File: src/rtl/clb_cfg_loader.sv
// Serial configuration loader for a clb6 logic block: hunts for a preamble,
// deserialises a 37-bit frame, checks odd parity and commits the word atomically.
module clb_cfg_loader #(
    parameter int unsigned CFG_W    = 37,
    parameter logic [3:0]  PREAMBLE = 4'b0010
) (
    input  logic             K,
    input  logic             RST,
    input  logic             DIN,
    input  logic             DVALID,
    output logic [CFG_W-1:0] CFG,
    output logic             BUSY,
    output logic             DONE,
    output logic             ERR,
    output logic             LOADED
);

    localparam int unsigned CNT_W = 6;
    localparam int unsigned WIN_W = 4;
    localparam logic [CNT_W-1:0] LAST_BIT = CNT_W'(CFG_W - 1);
    localparam logic [WIN_W-1:0] WIN_CLEAR = '1;

    // CLB power-on defaults: mem, comboption, o2m*_0, o2m*_1, DQmux, floporlatch, mux2..6
    localparam logic [CFG_W-1:0] CFG_DEFAULT = CFG_W'({
        16'b0000_0001_0001_0110,
        2'b00,
        3'b000,
        3'b111,
        2'b00,
        1'b0,
        2'b10, 2'b10, 2'b10, 2'b00, 2'b00
    });

    typedef enum logic [1:0] {
        IDLE   = 2'd0,
        SHIFT  = 2'd1,
        PARITY = 2'd2
    } state_t;

    state_t             state, state_nxt;
    logic [WIN_W-1:0]   window, window_nxt, window_shift;
    logic [CNT_W-1:0]   cnt, cnt_nxt;
    logic [CFG_W-1:0]   shadow, shadow_nxt;
    logic [CFG_W-1:0]   cfg_nxt;
    logic               busy_nxt, done_nxt, err_nxt, loaded_nxt;

    assign window_shift = {window[WIN_W-2:0], DIN};

    // State and datapath registers
    always_ff @(posedge K) begin
        if (RST) begin
            state  <= IDLE;
            window <= WIN_CLEAR;
            cnt    <= '0;
            shadow <= '0;
            CFG    <= CFG_DEFAULT;
            BUSY   <= 1'b0;
            DONE   <= 1'b0;
            ERR    <= 1'b0;
            LOADED <= 1'b0;
        end else begin
            state  <= state_nxt;
            window <= window_nxt;
            cnt    <= cnt_nxt;
            shadow <= shadow_nxt;
            CFG    <= cfg_nxt;
            BUSY   <= busy_nxt;
            DONE   <= done_nxt;
            ERR    <= err_nxt;
            LOADED <= loaded_nxt;
        end
    end

    // Next-state and output decode; nothing moves on edges without DVALID
    always_comb begin
        state_nxt  = state;
        window_nxt = window;
        cnt_nxt    = cnt;
        shadow_nxt = shadow;
        cfg_nxt    = CFG;
        loaded_nxt = LOADED;
        done_nxt   = 1'b0;
        err_nxt    = 1'b0;

        if (DVALID) begin
            case (state)
                IDLE: begin
                    window_nxt = window_shift;
                    if (window_shift == PREAMBLE) begin
                        state_nxt = SHIFT;
                        cnt_nxt   = '0;
                    end
                end
                SHIFT: begin
                    shadow_nxt = {shadow[CFG_W-2:0], DIN};
                    if (cnt == LAST_BIT) begin
                        state_nxt = PARITY;
                        cnt_nxt   = '0;
                    end else begin
                        cnt_nxt = cnt + CNT_W'(1);
                    end
                end
                PARITY: begin
                    state_nxt  = IDLE;
                    // Cleared window keeps frame tail bits from aliasing as a preamble
                    window_nxt = WIN_CLEAR;
                    if ((^shadow) ^ DIN) begin
                        cfg_nxt    = shadow;
                        done_nxt   = 1'b1;
                        loaded_nxt = 1'b1;
                    end else begin
                        err_nxt = 1'b1;
                    end
                end
                default: begin
                    state_nxt  = IDLE;
                    window_nxt = WIN_CLEAR;
                end
            endcase
        end

        busy_nxt = (state_nxt != IDLE);
    end

endmodule

File: config.mk
export PLATFORM = sky130hd
export DESIGN_NAME = clb_cfg_loader
export DESIGN_NICKNAME = d
export VERILOG_FILES = /design/src/rtl/clb_cfg_loader.sv
export SDC_FILE = /design/constraint.sdc
export NUM_CORES = 1
export LEC_CHECK = 0
export CAP_MARGIN = 20
export CORE_MARGIN = 2
export CORE_UTILIZATION = 45
export CTS_BUF_LIST = sky130_fd_sc_hd__clkbuf_4 sky130_fd_sc_hd__clkbuf_8
export CTS_CLUSTER_DIAMETER = 200
export DETAILED_ROUTE_END_ITERATION = 10
export GPL_ROUTABILITY_DRIVEN = 0
export MAX_ROUTING_LAYER = met4
export PLACE_DENSITY = 0.68
export SLEW_MARGIN = 30
export SYNTH_ARGS = -nofsm -noshare
export SYNTH_HDL_FRONTEND = slang
export SYNTH_SLANG_ARGS = --single-unit
File: constraint.sdc
create_clock -name K -period 4.5 [get_ports K]
set_input_delay 0.45 -clock K [delete_from_list [all_inputs] [get_ports K]]
set_output_delay 0.45 -clock K [all_outputs]
set_load 0.02 [all_outputs]
==> results of run 1 <==
## worst max-delay path by stage
stage          depth (start not counted)                   end  slack (ns)                     from
2_1_floorplan                          9   CFG[4]$_SDFFE_PP0P_        2.35  shadow[15]$_SDFFE_PP0P_
3_3_place_gp                           8  CFG[14]$_SDFFE_PP1P_        1.33                      DIN
3_5_place_dp                           8  CFG[13]$_SDFFE_PP1P_        1.26                      DIN
4_1_cts                                7  CFG[29]$_SDFFE_PP1P_        1.51  shadow[15]$_SDFFE_PP0P_
5_1_grt                                7  CFG[29]$_SDFFE_PP1P_        1.37  shadow[15]$_SDFFE_PP0P_
6_report                               7  CFG[29]$_SDFFE_PP1P_        1.55  shadow[15]$_SDFFE_PP0P_
## cells by family (layout without fill, tap and decap cells)
family                   count (synthesis)  count (layout)  share of synthesized area, %
AND/OR/NAND/NOR                        135             135                         16.51
AO/OA/AOI/OAI                          122             122                         18.38
flip-flops                              89              89                         47.58
buffers and inverters                   62              93                         6.715
XOR/XNOR                                41              41                         10.16
adder cells (fa/ha/maj)                  2               2                        0.6681
## per-layer routing
| metal | vias up | share of wire, % | GRT usage, % |
|---|---|---|---|
| met5 | - | 0 | - |
| met4 | 0 | 2.1 | 9.058 |
| met3 | 14 | 2.7 | 2.846 |
| met2 | 53 | 45 | 28.46 |
| met1 | 1399 | 50 | 23.03 |
| li1 | 1541 | - | - |
## layout by cell type, fill, tap and decap left out, drive strengths merged
master,Yosys,layout
dfxtp,89,89
nand2,81,81
a21oi,66,66
clkdlybuf4s50,0,43
xnor2,32,32
inv,30,32
o21ai,29,29
or3,27,27
nor2,11,11
o21a,10,10
a211o,10,10
clkbuf,26,10
xor2,8,8
nand2b,4,4
buf,6,4
o22ai,3,3
nand4,3,3
clkinv,0,3
nand3,2,2
ha,2,2
nor4b,1,1
and4,1,1
and2,1,1
a21o,1,1
or2,1,1
nand3b,1,1
xnor3,1,1
a22oi,1,1
a31oi,1,1
nor3,1,1
nor3b,1,1
o21ba,1,1
clkinvlp,0,1
## flip-flops by register name (all words and copies together) (netlist names)
| name | flops |
|---|---|
| CFG | 37 |
| shadow | 37 |
| cnt | 6 |
| window | 3 |
| state | 2 |
| BUSY | 1 |
| DONE | 1 |
| ERR | 1 |
| LOADED | 1 |
## area by class of cell
cell class	count	area share (%)
clock inverter	6	1.165
clock buffer	10	3.126
sequential	89	40.47
timing repair buffer	47	10.40
multi-input combinational	300	39.30
inverter	30	2.558
tap	105	2.984
## metrics by stage
stage | cell area [um^2] | instances | total power [mW] | setup slack (ns) | hold WS [ns]
5_1_grt | 4403 | 587 | 1.394 | 1.367 | 0.4954
4_1_cts | 4403 | 587 | 1.359 | 1.511 | 0.4800
3_5_place_dp | 4214 | 571 | 0.8390 | 1.256 | 0.4672
6_report | 4403 | 587 | 1.343 | 1.546 | 0.4747
2_1_floorplan | 3745 | 451 | 0.8303 | 2.350 | 0.4609
3_3_place_gp | 4214 | 571 | 0.8385 | 1.329 | 0.4631
## worst register-to-register path, cell delays in order (launching register included)
cell	delay, ns
dfxtp_1	0.40
xor2_1	0.19
xnor2_1	0.12
xnor2_1	0.23
xnor3_1	0.52
xnor2_4	0.62
nor2_1	0.39
a211o_1	0.37
## power by group through the flow
stage                     clock (mW)  combinational (mW)  sequential, mW
final                          0.522              0.0321           0.788
after global routing           0.570              0.0351           0.789
after detailed placement           0              0.0321           0.807
after floorplan                    0              0.0236           0.807
after global placement             0              0.0317           0.807
after CTS                      0.538              0.0323           0.788
==> results.md, run 1 <==
* Chip width at 95.23 um
* Largest net degree at the start of global routing at 67
* Setup Viol. Count Final at 0
* Async SR Flop Fraction at 0%
* Slew @ Worst Pin at 0.8887 ns
* Top_reg_cell synth: dfxtp_1
* Final core utilization at 54.13%
* Row cnt at 33
* Antenna violations before repair at 0
* Clk_lat worst skew at 0.37 ns
* H-tree depth at 3
* Skew final at 0.01263 ns
* DRT Pass-1 Iters at 4
* Post-Route WL at 7565 um
* Total CTS buffers at 9
* Gr ovfl total at 0
* WP data required at 4.75 ns
* Final ANT Viol Nets at 0
* Via count at 3007
* Cells after Synth at 451
* Synth cell types at 33
* Worst Path Buf+Inv at 0
* Post-Syn Area per Cell at 8.303 um^2
* Period minus WS final at 2.954 ns
* Peak supply drop at 0.0001468 V
* Drt initial violations at 112
* TNS Setup at 0 ns
* Cell area after synthesis at 0.003745 mm^2
* Initial Util at 46.04%
* Max cap viols at 0
* Crit Reg-Reg Endpoint: CFG[29]$_SDFFE_PP1P_
* Worst Hold End: CFG[35]$_SDFFE_PP0P_
* Leak Pwr at 1.353 nW
* Fin. max-slew vios at 0
* Hold path depth at 2
* Vert. Die Dim at 95.23 um
* Status: finished clean
* Count leader, synth: dfxtp_1
* Hold_buf cts at 0
* Commonest cells post-synth: dfxtp_1, nand2_1, a21oi_1
* CP Cell Sequence: xor2_1 -> xnor2_1 -> xnor2_1 -> xnor3_1 -> xnor2_4 -> nor2_1 -> a211o_1
* First-pass GRT wire length at 12530 um
* Crit-path leading delay family: XOR/XNOR gates
* Post-DP HPWL at 4687 um
* Top cells by area, synth: dfxtp_1, a21oi_1, nand2_1
* Comb power frac at 2.4%
* Die area at 0.009068 mm^2
* RSZ-0062 raised after global routing: false
* Ys Warns at 0
* Area grow syn2layout at 17.57%
* Fmax at 0.3385 GHz
* Clock root buffer: clkbuf_8
* Fill count at 799
* Vias/cell at 5.123
* Top-area cell type share of the netlist area at 47.58%
* Multi-input gate area at 0.001730 mm^2
* Beginning of the worst hold path: CFG[35]$_SDFFE_PP0P_
* Wire per inst at 12.89 um
* Number of synthesized flops with an enable pin at 0
* Crit-path max cell delay at 0.62 ns
* WP data arrival at 3.20 ns
* WS Path Type: flop to flop
* CP Capture Type: flop
* Input/output buffers at 44
* Synth area leader: dfxtp_1
* Number of global-route vias before repair at 2736
* Post-synth net total at 457
* R2R depth at 7
* GR Util All Layers at 18.24%
* Psw at 324.7 uW
* Drc violations at 0
* FF+latch count, synth at 89
* Cell mode on critical path: xnor2_1
* Max clock buf depth at 2
* Critical path peak fanout at 36
* Register area at 0.001782 mm^2
* Sequential Power Share at 58.7%
* Final nets at 483
* Reg2Reg Launch Point: shadow[15]$_SDFFE_PP0P_
* Setup crit start kind: flop
* Relative slew slack at 40.61%
* Core Area at 0.008134 mm^2
* Sw Share at 24.18%
* Crit-path slowest cell: xnor2_4
* Hold Violations, Final at 0
* Flop-to-flop setup slack at 1.55 ns
* Int Pwr at 1.018 mW
* Clk sink count at 89
* Period utilization at 65.65%
* Worst hold path type: flop to flop
* CTS tree: done
* Register area share after synthesis at 47.58%
* ANT cells at 0
* Post_cts resized at 0
* Clock power share at 38.9%
* Layout cells sized above 1 at 4.979%
* Worst-path clk slew at 0.09 ns
* P per Cell Area at 305.0 mW/mm^2
* Post-CTS Setup Bufs at 0
* IO Pins at 45
(Power assumes the default switching activity.)
==> run 2, diff against run 1 <==
Settings changed: PLACE_DENSITY 0.68 to 0.7.
Clock period 4.5 ns to 2.52 ns, I/O delays scaled along.
==> results.md, run 2 (synthesis gave the netlist of run 1 again) <==
* Status: finished clean
* Layout cells sized above 1 at 6.748%
* Crit-path max cell delay at 0.50 ns
* First-pass GRT wire length at 12830 um
* Fill count at 760
* Largest net degree at the start of global routing at 67
* Vert. Die Dim at 95.23 um
* IO Pins at 45
* Setup Viol. Count Final at 0
* Row cnt at 33
* Wire per inst at 12.54 um
* Leak Pwr at 1.413 nW
* Flop-to-flop setup slack at 0.16 ns
* Relative slew slack at 63.99%
* Reg2Reg Launch Point: shadow[15]$_SDFFE_PP0P_
* GR Util All Layers at 18.42%
* Input/output buffers at 44
* Fin. max-slew vios at 0
* H-tree depth at 3
* CP Capture Type: flop
* Core Area at 0.008134 mm^2
* WP data required at 2.77 ns
* CP Launch Point: shadow[15]$_SDFFE_PP0P_
* Peak supply drop at 0.0002241 V
* Min Hold Slack at 0.3249 ns
* Setup crit start kind: flop
* Skew final at 0.01189 ns
* Clock root buffer: clkbuf_8
* Worst-path clk slew at 0.09 ns
* Crit Reg-Reg Endpoint: CFG[9]$_SDFFE_PP1P_
* CP Cell Sequence: xor2_1 -> xnor2_1 -> xnor2_1 -> xnor3_2 -> xnor2_4 -> buf_12 -> o21a_1 -> a211o_1
* Total CTS buffers at 9
* Initial Util at 46.04%
* Placement Cell Area at 0.004287 mm^2
* Critical path peak fanout at 60
* Cell mode on critical path: xnor2_1
* Gr ovfl total at 0
* ANT cells at 0
* WP data arrival at 2.60 ns
* Period utilization at 93.47%
* Regs by FF count: CFG x37, shadow x37, cnt x6
* R2R depth at 8
* P per Cell Area at 548.2 mW/mm^2
* Final ANT Viol Nets at 0
* RSZ-0062 raised after global routing: true
* Max clock buf depth at 2
* Hold Violations, Final at 0
* Setup crit end: CFG[9]$_SDFFE_PP1P_
* Period minus WS final at 2.355 ns
* Post-Layout Inst Area at 0.004496 mm^2
* Max cap viols at 0
* Drt initial violations at 139
* WS Path Type: flop to flop
* Chip width at 95.23 um
* DRT Pass-1 Iters at 4
* Die area at 0.009068 mm^2
* Crit-path slowest cell: xnor3_2
* Slew @ Worst Pin at 0.5401 ns
* Overall power at 2.464 mW
* Vias/cell at 5.027
* CTS tree: done
* Final nets at 490
* Area grow syn2layout at 20.05%
* Most common cell after layout, fill and taps aside: dfxtp_1
* Antenna violations before repair at 0
* Fmax at 0.4246 GHz
* Via count at 2986
* Drc violations at 0
* Clk_lat worst skew at 0.35 ns
* Clk sink count at 89
* Most frequent cells in the layout: dfxtp_1, nand2_1, a21oi_1
* Number of global-route vias before repair at 2759
* Worst hold path type: primary input to flop
* Post-DP HPWL at 4861 um
* Post-Route WL at 7448 um
## run 2: cell count changes in the layout (fill, tap and decap cells not counted), moves of 2 or more
cell and change:
clkinv_2 +3, buf_4 +5, buf_12 +2, nor2_2 +2
clkinv_4 -2, inv_6 -2
## run 2: layout make-up
class | count | area, um^2 | share of cell area [%]
sequential | 89 | 1782 | 39.63
multi-input combinational | 300 | 1729 | 38.46
timing repair buffer | 54 | 535.5 | 11.91
clock buffer | 11 | 151.4 | 3.368
tap | 105 | 131.4 | 2.922
inverter | 30 | 112.6 | 2.505
clock inverter | 5 | 53.80 | 1.197
## run 2: per-layer routing
layer / global-route usage (%) / part of all wire [%] / vias to the layer above
met2: 27.99 / 45 / 52
met4: 7.246 / 1.6 / 0
met3: 2.609 / 3.1 / 11
met1: 24.81 / 50 / 1374
li1: - / - / 1549
met5: - / 0 / -
## run 2: worst min path at each step
stage,startpoint,to,cells after the start
finish,RST,state[1]$_SDFF_PP0_,2
global route,RST,CFG[0]$_SDFFE_PP0P_,2
CTS,RST,state[1]$_SDFF_PP0_,2
detailed placement,CFG[35]$_SDFFE_PP0P_,CFG[35]$_SDFFE_PP0P_,2
global placement,CFG[35]$_SDFFE_PP0P_,CFG[35]$_SDFFE_PP0P_,2
floorplan,DIN,window[0]$_SDFFE_PP1P_,2
## run 2: timing repair
action,in CTS,in global routing
setup buffers,0,0
resized for setup,0,2
hold buffers,0,0
endpoints found under the hold margin,0,0
endpoints found under the setup margin,0,15
## run 2: power by group
group	internal, mW	leakage [nW]	switching (mW)
logic	0.0202	0.587	0.0436
clock network	0.509	0.109	0.484
registers	1.41	0.717	0.00105
## run 2: stage by stage
| stage | setup slack [ns] | cells | util (%) | TNS [ns] |
|---|---|---|---|---|
| 2_1_floorplan | 0.3701 | 451 | - | 0 |
| 3_3_place_gp | -0.1019 | 578 | 52.70 | -1.096 |
| 3_5_place_dp | -0.1747 | 578 | 52.70 | -1.871 |
| 4_1_cts | 0.01088 | 594 | 55.22 | 0 |
| 5_1_grt | -0.0005431 | 594 | 55.27 | -0.0005431 |
| 6_report | 0.1647 | 594 | 55.27 | 0 |
## run 2: worst max-delay path, delay by kind of cell, from the launching register on
kind / cells / cell delay (ns)
compound gates: 2 / 0.45
xor+xnor: 5 / 1.18
buf+inv: 1 / 0.22
flops: 1 / 0.40
==> run 3, diff against run 2 <==
Settings changed: CORE_MARGIN 2 to 3, CTS_CLUSTER_DIAMETER 200 to 40, CTS_CLUSTER_SIZE from default to 10.
==> results.md, run 3 (synthesis gave the netlist of run 1 again) <==
* Worst hold path type: primary input to flop
* Clock power share at 37.0%
* Psw at 524.5 uW
* Dpl ws at -0.1130 ns
* Int Pwr at 1.813 mW
* Period minus WS final at 2.353 ns
* Peak supply drop at 0.0002694 V
* Drc violations at 0
* Number of global-route vias before repair at 2680
* Final nets at 495
* Setup crit start kind: flop
* Fmax at 0.4249 GHz
* Dpl cells at 580
* Period utilization at 93.39%
* Gr ovfl total at 0
* Regs by FF count: CFG x37, shadow x37, cnt x6
* WP data arrival at 2.60 ns
* Fill count at 716
* Final ANT Viol Nets at 0
* Row cnt at 32
* Hold Violations, Final at 0
* Placement Cell Area at 0.004308 mm^2
* Vias/cell at 5.039
* Skew final at 0.007905 ns
* Core Area at 0.007888 mm^2
* P per Cell Area at 522.1 mW/mm^2
* H-tree depth at 3
* Drt initial violations at 146
* Largest net degree at the start of global routing at 44
* Slew @ Worst Pin at 0.7903 ns
* Final non-filler cell total at 595
* RSZ-0062 raised after global routing: false
* Hold_buf cts at 0
* Most common cell after layout, fill and taps aside: dfxtp_1
* Status: finished clean
* Critical path peak fanout at 24
* Sw Share at 22.44%
* GR Util All Layers at 16.60%
* Post-Route WL at 7496 um
* Setup Viol. Count Final at 0
* WP data required at 2.77 ns
* CTS tree: done
* Initial Util at 47.48%
* Clk_lat worst skew at 0.35 ns
* Vert. Die Dim at 97.23 um
* ANT cells at 0
* IO Pins at 45
* Total CTS buffers at 9
* Input/output buffers at 44
* Wire per inst at 12.60 um
* Antenna violations before repair at 0
* Leak Pwr at 1.413 nW
* Comb power frac at 2.8%
* Fin. max-slew vios at 0
* Post-Layout Inst Area at 0.004477 mm^2
* Via count at 2998
* Post-DP HPWL at 5034 um
* Layout cells sized above 1 at 7.505%
* WS Path Type: flop to flop
* Sequential Power Share at 60.2%
* Worst-path clk slew at 0.08 ns
* Clock root buffer: clkbuf_8
* CP Capture Type: flop
* Setup ws final at 0.1665 ns
* Clk sink count at 89
* Die area at 0.009453 mm^2
* Most frequent cells in the layout: dfxtp_1, nand2_1, a21oi_1
* Chip width at 97.23 um
* Max clock buf depth at 2
* Relative slew slack at 47.31%
* Area grow syn2layout at 19.55%
* First-pass GRT wire length at 12630 um
* DRT Pass-1 Iters at 4
* Max cap viols at 0
==> run 3: timing repair <==
item,4_1_cts,5_1_grt
resized for setup,1,1
buffers inserted,0,0
endpoints found under the setup margin,2,6
==> run 3: layout make-up <==
| cell class | count | area [um^2] | share of cell area [%] |
|---|---|---|---|
| Inverter | 30 | 112.6 | 2.515 |
| Timing Repair Buffer | 59 | 560.5 | 12.52 |
| Clock inverter | 3 | 18.77 | 0.4192 |
| Multi-Input combinational cell | 300 | 1729 | 38.62 |
| Clock buffer | 12 | 146.4 | 3.270 |
| Tap cell | 102 | 127.6 | 2.851 |
| Sequential cell | 89 | 1782 | 39.80 |
==> run 3: per-layer routing <==
| metal | vias to the layer above | wire length [um] | global-route usage, % | part of all wire, % |
|---|---|---|---|---|
| li1 | 1560 | - | - | - |
| met5 | - | 0 | - | 0 |
| met2 | 56 | 3349 | 24.26 | 45 |
| met3 | 14 | 242 | 2.584 | 3.2 |
| met4 | 0 | 176 | 9.052 | 2.3 |
| met1 | 1368 | 3728 | 22.06 | 50 |
==> run 3: power groups by stage <==
stage	sequential, mW	combinational, mW	clock, mW
finish	1.41	0.0655	0.864
global route	1.41	0.0726	0.935
CTS	1.41	0.0662	0.884
detailed placement	1.44	0.0658	0
global placement	1.44	0.0654	0
floorplan	1.44	0.0422	0
==> run 3: worst paths after layout <==
kind | from | end | cells after the start | slack, ns
worst min register to register | CFG[3]$_SDFFE_PP0P_ | CFG[3]$_SDFFE_PP0P_ | 2 | 0.47
worst max-delay path | shadow[15]$_SDFFE_PP0P_ | CFG[14]$_SDFFE_PP1P_ | 8 | 0.17
worst max register to register | shadow[15]$_SDFFE_PP0P_ | CFG[14]$_SDFFE_PP1P_ | 8 | 0.17
worst min-delay path | RST | state[1]$_SDFF_PP0_ | 2 | 0.47
==> run 3: metrics by stage <==
stage	utilization [%]	power, mW	hold slack [ns]	setup TNS, ns
2_1_floorplan	-	1.483	0.3802	0
3_3_place_gp	54.62	1.506	0.4638	-0.8214
3_5_place_dp	54.62	1.506	0.4660	-1.148
4_1_cts	56.74	2.357	0.4623	0
5_1_grt	56.76	2.415	0.5031	0
6_report	56.76	2.337	0.4651	0
==> run 3: worst max-delay path: stages, from the launching register on <==
cell and delay (ns):
dfxtp_1 0.40, xor2_1 0.19, xnor2_1 0.11, xnor2_1 0.22, xnor3_2 0.51, xnor2_4 0.16
buf_4 0.22, o21a_1 0.19, a211o_1 0.26
